===== src/rtl/id_ex_stage.sv =====
// ID/EX pipeline register: captures decode outputs, detects load-use hazards, handles flush and hold.
// Optional macro ID_EX_PERF_EN builds saturating bubble/flush performance counters.
module id_ex_stage #(
   parameter int DATA_W = 32,
   parameter int PC_W   = 32,
   parameter int REG_AW = 5
) (
   input  logic              clk,
   input  logic              reset,
   input  logic              id_valid,
   input  logic              id_ALUSrc,
   input  logic              id_MemtoReg,
   input  logic              id_RegWrite,
   input  logic              id_MemRead,
   input  logic              id_MemWrite,
   input  logic              id_Branch,
   input  logic [1:0]        id_ALUOp,
   input  logic [1:0]        id_JalType,
   input  logic [PC_W-1:0]   id_pc,
   input  logic [DATA_W-1:0] id_rd1,
   input  logic [DATA_W-1:0] id_rd2,
   input  logic [DATA_W-1:0] id_imm,
   input  logic [REG_AW-1:0] id_rs1,
   input  logic [REG_AW-1:0] id_rs2,
   input  logic [REG_AW-1:0] id_rd,
   input  logic [2:0]        id_funct3,
   input  logic [6:0]        id_funct7,
   input  logic              flush,
   input  logic              hold,
   output logic              stall_o,
   output logic              ex_valid,
   output logic              ex_ALUSrc,
   output logic              ex_MemtoReg,
   output logic              ex_RegWrite,
   output logic              ex_MemRead,
   output logic              ex_MemWrite,
   output logic              ex_Branch,
   output logic [1:0]        ex_ALUOp,
   output logic [1:0]        ex_JalType,
   output logic [PC_W-1:0]   ex_pc,
   output logic [DATA_W-1:0] ex_rd1,
   output logic [DATA_W-1:0] ex_rd2,
   output logic [DATA_W-1:0] ex_imm,
   output logic [REG_AW-1:0] ex_rs1,
   output logic [REG_AW-1:0] ex_rs2,
   output logic [REG_AW-1:0] ex_rd,
   output logic [2:0]        ex_funct3,
   output logic [6:0]        ex_funct7,
   output logic [31:0]       bubble_cnt,
   output logic [31:0]       flush_cnt
);

   typedef struct packed {
      logic       alu_src;
      logic       mem_to_reg;
      logic       reg_write;
      logic       mem_read;
      logic       mem_write;
      logic       branch;
      logic [1:0] alu_op;
      logic [1:0] jal_type;
   } ctrl_t;

   typedef struct packed {
      logic [PC_W-1:0]   pc;
      logic [DATA_W-1:0] rd1;
      logic [DATA_W-1:0] rd2;
      logic [DATA_W-1:0] imm;
      logic [REG_AW-1:0] rs1;
      logic [REG_AW-1:0] rs2;
      logic [REG_AW-1:0] rd;
      logic [2:0]        funct3;
      logic [6:0]        funct7;
   } data_t;

   ctrl_t ctrl_q, ctrl_d, id_ctrl_s;
   data_t data_q, data_d, id_data_s;
   logic  valid_q, valid_d;
   logic  stall_s;

   assign id_ctrl_s = {id_ALUSrc, id_MemtoReg, id_RegWrite, id_MemRead,
                       id_MemWrite, id_Branch, id_ALUOp, id_JalType};
   assign id_data_s = {id_pc, id_rd1, id_rd2, id_imm, id_rs1, id_rs2, id_rd,
                       id_funct3, id_funct7};

   // Conservative: rs2 is compared even for formats that do not read it; a squashed ID never stalls.
   assign stall_s = valid_q & ctrl_q.mem_read & (data_q.rd != {REG_AW{1'b0}}) & id_valid & ~flush &
                    ((data_q.rd == id_rs1) | (data_q.rd == id_rs2));
   assign stall_o = stall_s;

   // Next-state selection: flush > hold > load-use bubble > normal capture.
   always_comb begin
      ctrl_d  = ctrl_q;
      data_d  = data_q;
      valid_d = valid_q;
      if (flush) begin
         ctrl_d  = '0;
         data_d  = '0;
         valid_d = 1'b0;
      end else if (hold) begin
         ctrl_d  = ctrl_q;
         data_d  = data_q;
         valid_d = valid_q;
      end else if (stall_s) begin
         ctrl_d  = '0;
         data_d  = '0;
         valid_d = 1'b0;
      end else begin
         data_d  = id_data_s;
         valid_d = id_valid;
         if (id_valid) begin
            ctrl_d = id_ctrl_s;
         end else begin
            ctrl_d = '0;
         end
      end
   end

   // Pipeline register state.
   always_ff @(posedge clk or negedge reset) begin
      if (!reset) begin
         ctrl_q  <= '0;
         data_q  <= '0;
         valid_q <= 1'b0;
      end else begin
         ctrl_q  <= ctrl_d;
         data_q  <= data_d;
         valid_q <= valid_d;
      end
   end

   assign ex_valid    = valid_q;
   assign ex_ALUSrc   = ctrl_q.alu_src;
   assign ex_MemtoReg = ctrl_q.mem_to_reg;
   assign ex_RegWrite = ctrl_q.reg_write;
   assign ex_MemRead  = ctrl_q.mem_read;
   assign ex_MemWrite = ctrl_q.mem_write;
   assign ex_Branch   = ctrl_q.branch;
   assign ex_ALUOp    = ctrl_q.alu_op;
   assign ex_JalType  = ctrl_q.jal_type;
   assign ex_pc       = data_q.pc;
   assign ex_rd1      = data_q.rd1;
   assign ex_rd2      = data_q.rd2;
   assign ex_imm      = data_q.imm;
   assign ex_rs1      = data_q.rs1;
   assign ex_rs2      = data_q.rs2;
   assign ex_rd       = data_q.rd;
   assign ex_funct3   = data_q.funct3;
   assign ex_funct7   = data_q.funct7;

`ifdef ID_EX_PERF_EN
   logic [31:0] bubble_cnt_q, flush_cnt_q;
   logic        bubble_evt_s;

   // A stall blocked by hold inserts no bubble, so it is not counted.
   assign bubble_evt_s = stall_s & ~hold;

   // Saturating performance counters.
   always_ff @(posedge clk or negedge reset) begin
      if (!reset) begin
         bubble_cnt_q <= 32'd0;
         flush_cnt_q  <= 32'd0;
      end else begin
         if (flush && (flush_cnt_q != 32'hFFFF_FFFF)) begin
            flush_cnt_q <= flush_cnt_q + 32'd1;
         end
         if (bubble_evt_s && (bubble_cnt_q != 32'hFFFF_FFFF)) begin
            bubble_cnt_q <= bubble_cnt_q + 32'd1;
         end
      end
   end

   assign bubble_cnt = bubble_cnt_q;
   assign flush_cnt  = flush_cnt_q;
`else
   assign bubble_cnt = 32'd0;
   assign flush_cnt  = 32'd0;
`endif

endmodule


===== config.mk =====
export PLATFORM = sky130hd
export DESIGN_NAME = id_ex_stage
export DESIGN_NICKNAME = d
export VERILOG_FILES = /design/src/rtl/id_ex_stage.sv
export SDC_FILE = /design/constraint.sdc
export NUM_CORES = 1
export LEC_CHECK = 0
export BUFFER_PORTS_ARGS = -buffer_cell sky130_fd_sc_hd__buf_2
export CAP_MARGIN = 0
export CORE_AREA = 2 2 153 155
export CTS_BUF_LIST = sky130_fd_sc_hd__clkbuf_2 sky130_fd_sc_hd__clkbuf_4 sky130_fd_sc_hd__clkbuf_8
export DETAILED_ROUTE_END_ITERATION = 6
export DIE_AREA = 0 0 155 157
export PLACE_DENSITY = 0.67
export SETUP_SLACK_MARGIN = 0.4
export SYNTH_ARGS = -nofsm -noshare
export SYNTH_HDL_FRONTEND = slang
export SYNTH_SLANG_ARGS = --single-unit

===== constraint.sdc =====
create_clock -name clk -period 2.5 [get_ports clk]
set_clock_uncertainty 0.2 [all_clocks]
set_input_delay 0.375 -clock clk [delete_from_list [all_inputs] [get_ports clk]]
set_output_delay 0.375 -clock clk [all_outputs]
set_load 0.1 [all_outputs]

==> impl_metrics.yaml, run 1 <==
outcome:
  run_status: "completed"
sta:
  maxSlewHeadroom_pct: 55.4
  timing_hold_violations_final: 0
  fin_setup_tns_ns: 0
  fmaxAchievable_mhz: 424
  max_slew.worst_pin.slew_ns: 0.669
  finalHoldWorstSlack_ns: 0.0333
  setup_repair_after_global_routing_missed_its_margin: "true"
  drv_slew: 0
  finalWorstPathRequiredPeriod_ns: 2.36
  postLayoutSetupSlackWorst_ns: 0.142
  finalCritPeriodShare_pct: 94.3
  setup_viol_count_final: 0
power:
  power_report.internal_total_mw: 4.10
  p_total_mw: 7.40
  power_frac_clock_pct: 25.8
  peakVddDrop_mv: 0.317
  power_switching_share_pct: 44.5
  pwr-share-seq_pct: 39.0
  p_leak_nw: 7.08
  switching_power_mw: 3.29
  powerDensity_mw_per_mm2: 576
  p_comb_share_pct: 35.1
final_layout:
  area.sequential_mm2: 0.00413
  num-fill-cells: 1830
  final_cell_count_no_fill: 1587
  final_net_count: 1452
  growth_of_design_area_from_synthesis_to_finish_pct: 49.0
  drive_above_1_share_pct: 41.7
  design_area_mm2: 0.0129
  multi_input_area_mm2: 0.00356
  post-route-util_pct: 57.1
worst_setup_path:
  worst_path_max_delay_cell: "dfrtp_4"
  critPathKind: "reg2out"
  path_buf_inv: 2
  timing.critical_path.from: "ex_rd[0]"
  reg2reg_setup_slack_ns: 0.20
  crit_path_end: "stall_o"
  rr_startpoint: "ex_rd[0]"
  critical_path.max_stage_delay_ns: 0.52
  critPathTopFamily: "flip-flops"
  critical_path_depth: 6
  crit_start_category: "register"
  cp-end-kind: "output port"
  r2r_end: "ex_rd2[6]"
  cp_max_fo: 4
  timing.critical_path.cells: "xnor2_1 > nand3_1 > nor3_2 > o21ai_4 > inv_8 > buf_12"
  required_ns: 1.92
  arrival_time_of_data_at_the_critical_path_endpoint_ns: 1.78
  worst_r2r_path_cells: 10
run:
  maxCapViolations: 0
synth:
  synth_sequential_area_ratio_pct: 47.6
  ys_ff_latch: 164
  netlist_top_cells_area: "dfrtp_1 48%, o41ai_2 21%, nand2_1 6.8%"
  synthDominantCellAreaShare_pct: 47.6
  syn_avg_cell_area_um2: 10.7
  synth.distinct_cells: 25
  yosysWarningCount: 0
  synth.largest_area_cell: "dfrtp_1"
  syn-cell-area_mm2: 0.00862
  post_synthesis_instance_total: 809
cts:
  tritoncts_clock_tree: "built"
  clock_latency_at_the_later_pin_of_the_worst_skew_pair_ns: 0.45
  tritoncts.num_buffers: 17
  cts_max_level: 4
  ctsRootBufferMaster: "clkbuf_8"
  clk_pin_slew_ns: 0.10
  clock_sink_count: 164
  clock_path_buffers: 2
placed_design:
  hpwlAfterDp_mm: 16.2
  gpl_wtd_cong: 0.799
  detailedPlace.worstSlack_ns: 0.345
  placed_cells: 1374
  placement.cell_area_mm2: 0.0104
  placement.io_buffers: 332
die:
  floorplan.rows: 55
  i_o_pins: 397
  die_width_um: 155
  floorplan.die_area_mm2: 0.0243
  y_dimension_of_the_die_um: 157
  design.core.area_mm2: 0.0225
  effective_utilization_at_floorplan_pct: 38.3
drt:
  avgViaCountPerCell: 4.85
  initial_drc_count: 381
  wl_per_cell_um: 17.4
  remaining_drc_errors: 0
  drtAntennaViolNets: 0
  finalWirelength_mm: 27.6
  via_count: 7699
  drt_pass1_iterations: 6
grt:
  grt_use_total_pct: 21.5
  grt_remaining_overflow: 0
  grt_pass1_wl_mm: 41.4
  grt_max_degree: 92
  antenna_found_initial: 4
  first_global_vias: 7752
worst_hold_path:
  worst_hold_path_type: "in2reg"
[cell usage after synthesis (all sizes together)]
library cell / n
nand3: 3
nand3b: 10
buf: 84
nand2: 157
dfrtp: 164
nor2b: 4
inv: 149
o41ai: 147
xor2: 4
xnor2: 6
clkbuf: 51
nor2: 2
nor3: 3
o21ai: 11
a21oi: 1
a32o: 7
nor3b: 5
conb: 1
[per-layer routing]
metal	wire, um	track usage, %
met3	1710	5.62
met1	10700	25.0
met4	854	8.91
met2	14300	37.7
met5	0	0
[logic make-up after synthesis]
logic type,Yosys count,share of synthesized area [%]
DFF,164,47.6
and+or+nand+nor,184,8.92
AOI/OAI and AO/OA,166,26.1
other,1,0.0435
xor gates and xnor gates,10,1.02
buffers and inverters,284,16.4
[flip-flops by register name, indices dropped and copies added, names as in the netlist, 2 cells and up]
name        flops
ex_funct7       7
ex_rs1          5
ex_pc          32
ex_rd2         32
ex_JalType      2
ex_imm         32
ex_rs2          5
ex_funct3       3
ex_rd           5
ex_ALUOp        2
ex_rd1         32
[power groups by stage]
stage	logic [mW]	clock network, mW	registers (mW)
6_report	2.60	1.91	2.89
5_1_grt	2.70	2.10	2.90
4_1_cts	2.56	1.96	2.88
3_5_place_dp	2.37	0	2.93
3_3_place_gp	2.35	0	2.93
2_1_floorplan	0.885	0	4.00
[layout by cell type (no fill, tap or decap), types with 10 or more instances in the layout]
cell           instances
nand3b_1              10
buf_12                10
o21ai_0               10
clkbuf_8              18
nand2_1              157
dfrtp_1              157
buf_2                328
o41ai_1               26
conb_1                64
o41ai_2              114
buf_4                 19
dlygate4sd3_1        157
inv_1                148
[worst min-delay path by stage]
stage / from / to / slack, ns / cells past startpoint
3_5_place_dp: reset / ex_imm[22] / 0.11 / 1
3_3_place_gp: reset / ex_imm[22] / 0.11 / 1
5_1_grt: id_rd2[6] / ex_rd2[6] / 0.02 / 3
6_report: id_JalType[1] / ex_JalType[1] / 0.03 / 3
2_1_floorplan: reset / ex_ALUOp[0] / -0.12 / 0
4_1_cts: id_JalType[1] / ex_JalType[1] / 0.002 / 3
[cell type report]
class / count / area share [%]
diodes: 5 / 0.0974
clock buffers: 17 / 1.82
clock inverters: 15 / 1.07
inverters: 149 / 4.41
multi-input cells: 424 / 27.7
flip-flops and latches: 164 / 32.1
well taps: 285 / 2.77
repair buffers: 528 / 30.0
[what timing repair did]
item | in CTS | in global routing
hold buffers | 157 | 0
cloned | 2 | 5
setup buffers | 5 | 7
resized for setup | 6 | 30
pin swaps | 3 | 1
endpoints found under the setup margin | 121 | 152
hold endpoints to repair | 191 | 0
[worst min-delay path, stage by stage]
cell and delay [ns]:
buf_2 0.10, nand3b_1 0.09, o21ai_0 0.08
No activity file was read; power rests on OpenSTA's default activity.
==> run 2, diff against run 1 <==
CAP_MARGIN = not set   (was 0)
clock period = 2.4 ns   (was 2.5 ns; I/O delays follow)
==> impl_metrics.yaml, run 2 (synthesized netlist as in run 1, its figures left out) <==
sta:
  setup_repair_after_global_routing_missed_its_margin: "true"
  timing_hold_violations_final: 0
  maxSlewHeadroom_pct: -15.1
  setup_viol_count_final: 1
  postLayoutSetupSlackWorst_ns: -0.0778
  fmaxAchievable_mhz: 404
  drv_slew: 99
  max_slew.worst_pin.slew_ns: 1.73
  finalHoldWorstSlack_ns: 0.0445
  finalWorstPathRequiredPeriod_ns: 2.48
  finalCritPeriodShare_pct: 103
final_layout:
  final_net_count: 1468
  post-route-util_pct: 62.9
  mostFrequentLayoutCells: "328 x buf_2, 157 x nand2_1, 157 x dfrtp_1, 157 x dlygate4sd3_1, 148 x inv_1"
  num-fill-cells: 1619
  drive_above_1_share_pct: 44.4
  layout_commonest_cell: "buf_2"
  growth_of_design_area_from_synthesis_to_finish_pct: 64.2
  design_area_mm2: 0.0142
grt:
  grt_pass1_wl_mm: 41.6
  antenna_found_initial: 5
  first_global_vias: 7798
  grt_remaining_overflow: 0
  grt_use_total_pct: 21.4
  grt_max_degree: 153
cts:
  tritoncts.num_buffers: 17
  clock_latency_at_the_later_pin_of_the_worst_skew_pair_ns: 0.45
  tritoncts_clock_tree: "built"
  clock_path_buffers: 2
  ctsRootBufferMaster: "clkbuf_8"
  clock_sink_count: 164
  clk_pin_slew_ns: 0.10
  cts_max_level: 4
drt:
  drt_pass1_iterations: 5
  remaining_drc_errors: 0
  wl_per_cell_um: 18.8
  drtAntennaViolNets: 0
  avgViaCountPerCell: 5.03
  initial_drc_count: 410
  finalWirelength_mm: 30.2
  via_count: 8078
placed_design:
  placement.io_buffers: 332
  gpl_wtd_cong: 0.784
  placement.cell_area_mm2: 0.0103
  hpwlAfterDp_mm: 16.2
die:
  i_o_pins: 397
  design.core.area_mm2: 0.0225
  floorplan.die_area_mm2: 0.0243
  floorplan.rows: 55
  effective_utilization_at_floorplan_pct: 38.3
  y_dimension_of_the_die_um: 157
  die_width_um: 155
worst_setup_path:
  cp_max_fo: 4
  critical_path.max_stage_delay_ns: 0.52
  required_ns: 1.84
  crit_start_category: "register"
  worst_path_max_delay_cell: "dfrtp_4"
  timing.critical_path.cells: "xnor2_2 > nand3_1 > nor3_2 > o21ai_4 > inv_8 > buf_12"
  critPathTopFamily: "flip-flops"
  timing.critical_path.from: "ex_rd[0]"
  rr_startpoint: "ex_rd[0]"
  cp-end-kind: "output port"
  r2r_end: "ex_pc[22]"
  reg2reg_setup_slack_ns: 0
  arrival_time_of_data_at_the_critical_path_endpoint_ns: 1.92
  worst_r2r_path_cells: 10
  critPathKind: "reg2out"
  path_buf_inv: 2
outcome:
  violations: "slew limit, setup timing"
  run_status: "finished with violations"
worst_hold_path:
  whs_path_depth: 2
  worst_hold_path_type: "in2reg"
  hold_path_start: "hold"
  hold_end: "ex_rd[0]"
power:
  p_leak_nw: 7.76
  peakVddDrop_mv: 0.369
  p_total_mw: 8.11
  powerDensity_mw_per_mm2: 572
run:
  maxCapViolations: 0
## run 2: cell types whose count changed in the layout (fill, tap and decap cells not counted), sizes merged
cell | previous run | this run
bufbuf | 2 | 0
inv | 159 | 154
clkbuf | 21 | 34
buf | 365 | 372
bufinv | 0 | 3
diode | 5 | 7
## run 2: layout make-up
class / count / area, um^2 / share of cell area, %
antenna: 7 / 17.5 / 0.124
clock buffer: 19 / 255 / 1.80
clock inverter: 13 / 173 / 1.22
inverter: 149 / 567 / 4.00
multi-input combinational: 424 / 4400 / 31.1
sequential: 164 / 4130 / 29.1
tap: 285 / 357 / 2.52
timing repair buffer: 544 / 4270 / 30.1
## run 2: worst reg2reg max path, cell delays in order, from the launching register on
cell	delay, ns
dfrtp_4	0.52
xnor2_2	0.16
nand3_1	0.14
nor3_2	0.08
o21ai_4	0.20
inv_8	0.06
buf_4	0.16
buf_16	0.15
buf_12	0.14
clkbuf_16	0.17
o41ai_4	0.31
## run 2: layer usage
layer	vias up	wire length (um)	track usage, %
li1	3624	-	-
met1	3994	11500	24.9
met2	369	15600	37.8
met3	91	1840	5.29
met4	0	1220	8.82
met5	-	0	0
## run 2: where the power goes
group | total (mW) | internal [mW] | switching, mW
clock network | 2.25 | 1.09 | 1.15
registers | 3.01 | 2.92 | 0.0966
logic | 2.85 | 0.646 | 2.20
## run 2: what timing repair did
action | in CTS | in global routing
resized for setup | 10 | 147
hold buffers | 157 | 0
endpoints found under the hold margin | 320 | 0
pin swaps | 2 | 7
gates cloned | 0 | 19
setup buffers | 3 | 15
setup endpoints to repair | 148 | 158
## run 2: how the worst max path moves through the flow
stage,to,slack [ns],cells past startpoint
after floorplan,stall_o,0.24,7
after global placement,ex_MemWrite,0.23,8
after detailed placement,ex_pc[29],0.22,8
after CTS,stall_o,-0.005,6
after global routing,stall_o,-0.19,6
final,stall_o,-0.08,6
## run 2: stage by stage
step	setup WS, ns	setup TNS (ns)	std cells
final	-0.0778	-0.0778	1605
after global routing	-0.191	-1.90	1603
after CTS	-0.00461	-0.00461	1564
after detailed placement	0.216	0	1372
after global placement	0.229	0	1372
after floorplan	0.242	0	872
==> run 3, diff against run 2 <==
MAX_ROUTING_LAYER = met4   (was not set)
clock period = 2.8 ns   (was 2.4 ns; I/O delays follow)
==> impl_metrics.yaml, run 3 (synthesized netlist as in run 1, its figures left out) <==
grt:
  grt_max_degree: 99
  grt_pass1_wl_mm: 40.2
  first_global_vias: 7822
  grt_use_total_pct: 21.2
  antenna_found_initial: 0
  grt_remaining_overflow: 0
power:
  powerDensity_mw_per_mm2: 544
  peakVddDrop_mv: 0.256
  p_total_mw: 6.62
  switching_power_mw: 2.88
  power_report.internal_total_mw: 3.74
  p_comb_share_pct: 34.2
  p_leak_nw: 6.77
  power_switching_share_pct: 43.6
  pwr-share-seq_pct: 38.9
  power_frac_clock_pct: 26.9
worst_setup_path:
  required_ns: 2.18
  crit_start_category: "register"
  cp-end-kind: "output port"
  arrival_time_of_data_at_the_critical_path_endpoint_ns: 1.77
  timing.critical_path.from: "ex_rd[0]"
  cp_max_fo: 4
  critPathKind: "reg2out"
  rr_startpoint: "ex_rd[0]"
placed_design:
  placed_cells: 1380
  gpl_wtd_cong: 0.809
  placement.cell_area_mm2: 0.0104
  hpwlAfterDp_mm: 16.4
  placement.io_buffers: 332
outcome:
  run_status: "completed"
drt:
  met2_length_mm: 12.9
  wl_per_cell_um: 16.6
  remaining_drc_errors: 0
  avgViaCountPerCell: 4.81
  dr.max_layer_used: "met4"
  via_count: 7407
  drt_pass1_iterations: 4
  finalWirelength_mm: 25.5
  detailroute.wirelength.met3_mm: 1.47
  post_route_met1_wirelength_mm: 10.5
  initial_drc_count: 379
  drtAntennaViolNets: 0
die:
  die_width_um: 155
  design.core.area_mm2: 0.0225
  i_o_pins: 397
  effective_utilization_at_floorplan_pct: 38.3
  y_dimension_of_the_die_um: 157
  floorplan.rows: 55
  floorplan.die_area_mm2: 0.0243
final_layout:
  growth_of_design_area_from_synthesis_to_finish_pct: 41.1
  layout_commonest_cell: "buf_2"
  antenna-diode-count: 0
  final_net_count: 1409
  final_cell_count_no_fill: 1539
  num-fill-cells: 1932
  mostFrequentLayoutCells: "328 x buf_2, 157 x nand2_1, 157 x dfrtp_1"
  drive_above_1_share_pct: 42.3
  post-route-util_pct: 54.1
  multi_input_area_mm2: 0.00345
  design_area_mm2: 0.0122
  area.sequential_mm2: 0.00412
run:
  maxCapViolations: 0
sta:
  fmaxAchievable_mhz: 418
  finalWorstPathRequiredPeriod_ns: 2.39
  setup_viol_count_final: 0
  drv_slew: 0
  max_slew.worst_pin.slew_ns: 0.789
  finalCritPeriodShare_pct: 85.4
  maxSlewHeadroom_pct: 47.4
  fin_setup_tns_ns: 0
  timing_hold_violations_final: 0
  setup_repair_after_global_routing_missed_its_margin: "true"
cts:
  ctsRootBufferMaster: "clkbuf_8"
  tritoncts_clock_tree: "built"
  cts_max_level: 4
  clock_path_buffers: 2
  tritoncts.num_buffers: 17
  clock_sink_count: 164
  clock_latency_at_the_later_pin_of_the_worst_skew_pair_ns: 0.44
  clk_pin_slew_ns: 0.10
worst_hold_path:
  hold_path_start: "id_rs2[1]"
  worst_hold_path_type: "in2reg"
-- run 3: final timing paths --
path                            depth (start not counted)            to  slack [ns]
worst max-delay path                                    6       stall_o        0.41
worst min register to register                          2  ex_funct7[5]        0.28
max in group asynchronous                               3    ex_imm[28]        1.35
min in group asynchronous                               2    ex_rd2[19]        0.29
worst min-delay path                                    3     ex_rs2[1]        0.03
worst max register to register                          9    ex_rd2[31]        0.47
-- run 3: timing repair --
action                                 4_1_cts  5_1_grt
resized for setup                            8        7
setup endpoints to repair                    1       53
setup buffers                                6        0
hold buffers                               121        0
endpoints found under the hold margin      170        0
pin swaps                                   11        0
-- run 3: routing by layer --
metal,vias up,GRT usage (%)
li1,3465,-
met3,47,4.71
met2,298,35.7
met1,3597,25.3
met4,0,7.58
met5,-,-
-- run 3: layout make-up --
class	instances	share of cell area [%]
tap	285	2.93
multi-input combinational	424	28.4
inverter	149	4.66
timing repair buffer	485	26.8
clock buffer	18	2.04
sequential	164	33.9
clock inverter	14	1.29
-- run 3: through the flow --
step	worst slack, ns	hold slack (ns)
3_3_place_gp	0.440	0.233
4_1_cts	0.377	0.000467
2_1_floorplan	0.409	-0.0756
3_5_place_dp	0.441	0.236
5_1_grt	0.298	0.00617
6_report	0.408	0.0323
-- run 3: power by group through the flow --
stage                     Combinational, mW  Sequential [mW]  Clock, mW
after global routing                   2.35             2.59       1.95
final                                  2.26             2.57       1.78
after global placement                 2.10             2.62          0
after floorplan                       0.790             3.57          0
after CTS                              2.26             2.57       1.84
after detailed placement               2.12             2.62          0
-- run 3: critical path: stages (launching register included) --
cell,delay (ns)
dfrtp_4,0.52
buf_4,0.16
nor3_2,0.21
a21oi_2,0.11
o21ai_4,0.12
inv_8,0.05
buf_12,0.16
